--- config.mk ---
export PLATFORM = sky130hd
export DESIGN_NAME = freq_div_ctrl
export DESIGN_NICKNAME = d
export VERILOG_FILES = /design/src/rtl/freq_div_ctrl.sv
export SDC_FILE = /design/constraint.sdc
export NUM_CORES = 1
export LEC_CHECK = 0
export CAP_MARGIN = 20
export CORE_UTILIZATION = 42
export CTS_BUF_LIST = sky130_fd_sc_hd__clkbuf_16
export DETAILED_ROUTE_END_ITERATION = 10
export PLACE_DENSITY_LB_ADDON = 0.15
export SLEW_MARGIN = 5
export SYNTH_ARGS = -nofsm -noshare
export SYNTH_HDL_FRONTEND = slang
export SYNTH_SLANG_ARGS = --single-unit
--- constraint.sdc ---
create_clock -name clk -period 4.18 [get_ports clk]
set_clock_uncertainty 0.05 [all_clocks]
set_input_delay 0.836 -clock clk [delete_from_list [all_inputs] [get_ports clk]]
set_output_delay 0.836 -clock clk [all_outputs]
set_load 0.01 [all_outputs]
--- src/rtl/freq_div_ctrl.sv ---
// freq_div_ctrl: run-time controller for a clock divider.
// Holds the active divide ratio and takes new ratios over a valid/ready
// handshake. A new ratio takes effect only at a period boundary, so no output
// period is ever cut short. The output starts and stops cleanly on enable.
//
// Ports:
//   clk          system clock, rising edge
//   reset        asynchronous, active-high reset
//   enable       1 = run; 0 = stop at the end of the current period
//   cfg_valid    a new ratio is offered on cfg_div
//   cfg_div      requested ratio N (output period = N clk cycles)
//   cfg_ready    combinational; a ratio can be accepted this cycle
//   cfg_err      one-cycle pulse: accepted ratio was < 2 and was discarded
//   clk_div_out  divided output, high floor(N/2) cycles, low the rest
//   tick         one-cycle pulse in the first cycle of every period
//   busy         controller is not idle
//
// state | meaning
// IDLE  | divider stopped, ratio writes go straight to active_q
// RUN   | counting a period, no ratio waiting
// PEND  | counting a period, pending_q is applied at the next boundary

module freq_div_ctrl #(
  parameter int CNT_W       = 16,
  parameter int DEFAULT_DIV = 100  // must lie in 2 .. 2**CNT_W-1
) (
  input  logic             clk,
  input  logic             reset,
  input  logic             enable,
  input  logic             cfg_valid,
  input  logic [CNT_W-1:0] cfg_div,
  output logic             cfg_ready,
  output logic             cfg_err,
  output logic             clk_div_out,
  output logic             tick,
  output logic             busy
);

  typedef enum logic [1:0] {IDLE, RUN, PEND} state_t;

  state_t           state_q, state_d;
  logic [CNT_W-1:0] cnt_q, cnt_d;
  logic [CNT_W-1:0] active_q, active_d;
  logic [CNT_W-1:0] pending_q, pending_d;
  logic             out_q, out_d;
  logic             tick_q, tick_d;
  logic             err_q, err_d;

  logic             xfer;
  logic             legal;
  logic             at_b;
  logic [CNT_W-1:0] cnt_inc;
  logic [CNT_W-1:0] half;

  assign cfg_ready   = (state_q != PEND);
  assign xfer        = cfg_valid & cfg_ready;
  assign legal       = (cfg_div >= CNT_W'(2));
  assign at_b        = (state_q != IDLE) && (cnt_q == active_q - CNT_W'(1));
  assign cnt_inc     = cnt_q + CNT_W'(1);
  assign half        = active_q >> 1;

  assign busy        = (state_q != IDLE);
  assign clk_div_out = out_q;
  assign tick        = tick_q;
  assign cfg_err     = err_q;

  always_comb begin
    state_d   = state_q;
    cnt_d     = cnt_q;
    active_d  = active_q;
    pending_d = pending_q;
    out_d     = out_q;
    tick_d    = 1'b0;
    err_d     = xfer & ~legal;

    case (state_q)
      IDLE: begin
        cnt_d = '0;
        out_d = 1'b0;
        // A ratio offered together with enable sizes the very first period.
        if (xfer && legal) active_d = cfg_div;
        if (enable) begin
          state_d = RUN;
          out_d   = 1'b1;
          tick_d  = 1'b1;
        end
      end
      RUN, PEND: begin
        if (at_b) begin
          // PEND never sees a transfer (cfg_ready is low), so the two
          // sources of a new ratio cannot collide.
          if (state_q == PEND)     active_d = pending_q;
          else if (xfer && legal)  active_d = cfg_div;
          cnt_d = '0;
          if (enable) begin
            state_d = RUN;
            out_d   = 1'b1;
            tick_d  = 1'b1;
          end else begin
            state_d = IDLE;
            out_d   = 1'b0;
          end
        end else begin
          cnt_d = cnt_inc;
          out_d = (cnt_inc < half);
          if (state_q == RUN && xfer && legal) begin
            pending_d = cfg_div;
            state_d   = PEND;
          end
        end
      end
      default: begin
        state_d = IDLE;
        cnt_d   = '0;
        out_d   = 1'b0;
      end
    endcase
  end

  always_ff @(posedge clk or posedge reset) begin
    if (reset) begin
      state_q   <= IDLE;
      cnt_q     <= '0;
      active_q  <= CNT_W'(DEFAULT_DIV);
      pending_q <= '0;
      out_q     <= 1'b0;
      tick_q    <= 1'b0;
      err_q     <= 1'b0;
    end else begin
      state_q   <= state_d;
      cnt_q     <= cnt_d;
      active_q  <= active_d;
      pending_q <= pending_d;
      out_q     <= out_d;
      tick_q    <= tick_d;
      err_q     <= err_d;
    end
  end

endmodule

==> results of run 1 <==
## cell families after synthesis
logic type               after synthesis
multiplexers                          16
AO/OA/AOI/OAI                         69
adder cells (fa/ha/maj)               20
flip-flops                            53
XOR/XNOR                              35
AND/OR/NAND/NOR                       98
buffers and inverters                 41
## state kept, by name, indices dropped and copies added, names as in the netlist
signal       flops
cnt_q           16
tick             1
state_q          2
clk_div_out      1
pending_q       16
active_q        16
cfg_err          1
## metal layers
layer	wire, um	global-route usage	vias to the layer above
met4	96	0.0495	0
met2	3710	0.327	38
met1	4040	0.294	1301
met5	0	0	-
li1	-	-	1262
met3	191	0.0312	7
## area by class of cell
| cell class | count | share of cell area |
|---|---|---|
| multi-input combinational | 238 | 0.495 |
| sequential | 53 | 0.345 |
| timing repair buffer | 26 | 0.0663 |
| tap | 102 | 0.0331 |
| clock buffer | 5 | 0.0325 |
| inverter | 23 | 0.0224 |
| clock inverter | 3 | 0.00552 |
## cell usage after synthesis, types with 3 or more instances
master,count
and3_2,4
dfrtp_1,50
a211oi_1,4
a21oi_1,8
and3_1,12
clkbuf_1,11
xor2_1,15
dfstp_2,3
mux2_4,9
nor4_1,7
o21a_1,3
a21o_1,3
a2bb2oi_1,15
a31o_2,3
o22ai_1,17
ha_1,20
a2111oi_0,3
buf_2,3
nand4_1,9
inv_1,23
nand3_1,6
nor2_1,20
mux2_2,7
and4_1,4
xnor2_1,20
nand2_1,11
nor3_1,5
## critical path, stage by stage, from the launching register on
cell     delay [ns]
dfrtp_1        0.42
inv_1          0.07
ha_1           0.21
or4b_4         0.52
nor4_4         0.27
xnor2_1        0.22
nor3_2         0.09
nand4_2        0.12
nor3b_4        0.88
mux2_2         0.42
## worst max path at each step
stage,start,endpoint
6_report,active_q[0],pending_q[9]
5_1_grt,active_q[0],pending_q[14]
4_1_cts,active_q[0],pending_q[9]
3_5_place_dp,cfg_div[15],active_q[15]
3_3_place_gp,cfg_div[15],active_q[15]
2_1_floorplan,cnt_q[2],clk_div_out
## report_power, final
group          switching, mW  internal [mW]
clock network          0.197          0.224
registers              0.237          0.707
logic                  0.523          0.516
total                  0.957           1.45
==> reports/metrics.yaml, run 1 <==
run_status:
  status: "complete, no violations"
timing:
  period_minus_slack_ns: 3.40
  timing.fmax_mhz: 294
  fin_crit_sh: 0.813
  finalSetupViolCount: 0
  final_max_slew_viol_count: 0
  whs_ns: 0.464
  setup_tns_ns: 0
  rsz0062_at_grt: "no"
  setup_ws_ns: 0.781
  finalHoldViolCount: 0
  tightest_slew_ns: 1.07
  relSlewSlack: 0.284
clock_network:
  cts_inserted_buffers: 5
  cts_tree: "yes"
  root_buffer: "clkbuf_16"
  post_cts_buffers: 0
  htreeDepth: 2
  clock_latency_ns: 0.29
  cts_sinks: 53
  cts_resized: 0
  clk_pin_slew_ns: 0.07
  ctsHoldBuffers: 0
  clk_path_buf_depth: 2
worst_hold_path:
  hp-start: "pending_q[11]"
  hold_depth: 1
  whs_endpoint: "pending_q[11]"
  hold_class: "reg2reg"
finish:
  diodes: 0
  finish.utilization: 0.493
  fill_cells: 730
  design_area_sq_um: 3850
  area_delta_synth_final_pct: 12.5
  final_nets: 387
  final_common_cell: "dfrtp_1"
  stdcell_count: 450
  seqCellArea_sq_um: 1330
  multi_input_area_sq_um: 1910
  final_cell_mix: "50 x dfrtp_1, 24 x clkdlybuf4s50_1, 22 x inv_1"
  drive_gt1_frac: 0.138
placed_design:
  gp_congestion: 0.841
  place_ws_ns: 0.650
  placed_area_sq_um: 3710
  numPortBuffers: 24
  dp_hpwl_mm: 5.99
  placed_cells: 442
global_routing:
  grt_pass1_wl_mm: 13.8
  grt_overflow: 0
  grt_use_total: 0.206
  antenna_found_initial: 0
  grt_pass1_vias: 2691
  grt_max_degree: 29
synthesis:
  synthTopCellsByArea: "dfrtp_1 37%, ha_1 7.3%, xnor2_1 5.1%"
  netlist_instances: 332
  ys.warnings.count: 0
  yosys.area.top_type: "dfrtp_1"
  muxShareOfSynthArea: 0.0625
  synth-compound-area-share: 0.154
  synth_area_sq_um: 3430
  synth_edf_count: 0
  syn_area_per_cell_sq_um: 10.3
  postSynth.asyncResetShare: 1.00
  synth_top_area_frac: 0.365
  synth_top_family_by_area: "simple AND/OR/NAND/NOR gates"
  synth-simple-area-share: 0.178
  synth-seq-cells: 53
  yosys.cell_types.count: 60
  synth_xor_xnor_area_share: 0.0895
  synth_ff_type: "dfrtp_1"
  syn_nets: 372
  synth-adder-area-share: 0.0730
  ys_seq_area_frac: 0.388
floorplan:
  die_x_um: 92.3
  die_area_sq_um: 8520
  die_y_um: 92.3
  ios: 25
  start_util: 0.439
  core_area_sq_um: 7810
  num_rows: 32
power:
  p_per_area_nw_per_um2: 624
  vdd_drop_max_mv: 0.367
  p_leak_nw: 1.74
  power.total_mw: 2.40
drt:
  drtIter0Drc: 90
  detail-route-antenna-nets: 0
  viasPerCell: 5.80
  vias: 2608
  drtPass1Iterations: 4
  drc: 0
  wl_per_cell_um: 17.9
  drt_wl_total_mm: 8.04
worst_setup_path:
  crit_type: "reg2reg"
  crit_path_end_kind: "flip-flop"
  critPathArrivalTime_ns: 3.53
  r2r-end: "pending_q[9]"
  r2r_start: "active_q[0]"
  worst_setup_path_start_kind: "flip-flop"
  critPathRequiredTime_ns: 4.31
  rrSetupSlack_ns: 0.78
  ff2ff_path_depth: 9
  crit_path_max_fanout: 17
job:
  drv_cap: 0
No activity file was read; power rests on OpenSTA's default activity.
==> inputs of run 2 (changes only) <==
==> constraint.sdc (replaced) <==
create_clock -name clk -period 2.95 [get_ports clk]
set_clock_uncertainty 0.05 [all_clocks]
set_input_delay 0.59 -clock clk [delete_from_list [all_inputs] [get_ports clk]]
set_output_delay 0.59 -clock clk [all_outputs]
set_load 0.01 [all_outputs]
==> reports/metrics.yaml, run 2 (synthesis results as in run 1) <==
clock_network:
  clk_path_buf_depth: 2
  clk_pin_slew_ns: 0.07
  htreeDepth: 2
  cts_tree: "yes"
  cts_inserted_buffers: 5
  ctsHoldBuffers: 0
  cts_sinks: 53
  clock_latency_ns: 0.29
  root_buffer: "clkbuf_16"
placed_design:
  numPortBuffers: 24
  gp_congestion: 0.881
  placed_area_sq_um: 3910
  dp_hpwl_mm: 6.16
timing:
  period_minus_slack_ns: 2.87
  relSlewSlack: 0.555
  tightest_slew_ns: 0.650
  final_max_slew_viol_count: 0
  finalSetupViolCount: 0
  fin_crit_sh: 0.973
  finalHoldViolCount: 0
  whs_ns: 0.465
  setup_tns_ns: 0
  timing.fmax_mhz: 349
finish:
  drive_gt1_frac: 0.219
  final_common_cell: "dfrtp_1"
  top_regs: "active_q (16), cnt_q (16), pending_q (16)"
  diodes: 0
  seqCellArea_sq_um: 1330
  area_delta_synth_final_pct: 20.7
  final_cell_mix: "50 x dfrtp_1, 25 x buf_4, 24 x clkdlybuf4s50_1"
  multi_input_area_sq_um: 1950
  finish.utilization: 0.530
  design_area_sq_um: 4140
  final_nets: 413
  fill_cells: 714
floorplan:
  die_y_um: 92.3
  num_rows: 32
  die_area_sq_um: 8520
  start_util: 0.439
  die_x_um: 92.3
  ios: 25
  core_area_sq_um: 7810
worst_hold_path:
  hold_class: "reg2reg"
  hp-start: "pending_q[9]"
drt:
  vias: 2687
  detail-route-antenna-nets: 0
  drt_wl_total_mm: 8.21
  drc: 0
  viasPerCell: 5.64
  drtIter0Drc: 133
  drtPass1Iterations: 4
  wl_per_cell_um: 17.2
worst_setup_path:
  critPathArrivalTime_ns: 3.00
  r2r_start: "active_q[0]"
  worst_setup_path_start_kind: "flip-flop"
  path_cells: "inv_1, ha_2, or4b_4, nor4_4, xnor2_2, nor3_2, nand4_2, nor3b_4, buf_4, clkbuf_16, mux2_4"
  crit_type: "reg2reg"
  slowest_stage: "or4b_4"
  critPathLaunch: "active_q[0]"
  crit_path_max_fanout: 8
  cp_top_family: "simple AND/OR/NAND/NOR gates"
  critPathRequiredTime_ns: 3.08
  crit_path_end_kind: "flip-flop"
  critPathBufInv: 3
  cpPeakStageDelay_ns: 0.51
global_routing:
  grt_pass1_vias: 2757
  antenna_found_initial: 0
  grt_overflow: 0
  grt_pass1_wl_mm: 13.8
  grt_use_total: 0.206
  grt_max_degree: 21
power:
  power.total_mw: 3.61
  p_leak_nw: 1.90
  p_per_area_nw_per_um2: 873
  vdd_drop_max_mv: 0.500
run_status:
  status: "complete, no violations"
job:
  drv_cap: 0
[run 2: through the flow]
step / std cells / setup slack [ns]
after global routing: 476 / -0.0238
after CTS: 474 / 0.0105
after detailed placement: 466 / 0.0130
after floorplan: 332 / 0.00967
final: 476 / 0.0810
after global placement: 466 / 0.0592
[run 2: worst register-to-register path: cells and delay by family, from the launching register on]
kind / cells / cell delay [ns]
xor+xnor: 1 / 0.12
fa+ha+maj: 1 / 0.21
buf+inv: 3 / 0.41
flops: 1 / 0.39
mux: 1 / 0.30
simple gates: 5 / 1.28
[run 2: per-layer routing]
layer / global-route usage / vias up / wire [um]
met3: 0.0287 / 7 / 206
met5: 0 / - / 0
met1: 0.287 / 1335 / 3990
li1: - / 1308 / -
met2: 0.335 / 37 / 3930
met4: 0.0547 / 0 / 84
[run 2: cell type report]
cell class | instances | area share
well taps | 102 | 0.0309
flip-flops and latches | 53 | 0.322
clock buffers | 5 | 0.0303
repair buffers | 52 | 0.119
clock inverters | 3 | 0.00514
inverters | 23 | 0.0209
multi-input cells | 238 | 0.472
[run 2: timing repair]
item / in CTS / in global routing
buffers inserted: 0 / 1
endpoints found under the setup margin: 1 / 18
pin swaps: 1 / 6
gates resized for setup: 0 / 11
cloned: 0 / 1
[run 2: path summary, 6_finish.rpt]
check                                end  slack (ns)  cells after the start
setup / recovery            pending_q[7]        0.08                     11
min in group asynchronous  pending_q[15]        0.52                      2
setup reg to reg            pending_q[7]        0.08                     11
hold reg to reg             pending_q[9]        0.47                      1
hold / removal              pending_q[9]        0.47                      1
max in group asynchronous    active_q[2]        1.67                      3
[run 2: report_power, final]
group          switching (mW)  internal, mW
combinational           0.847         0.903
clock                   0.280         0.317
sequential              0.261          1.00
total                    1.39          2.22
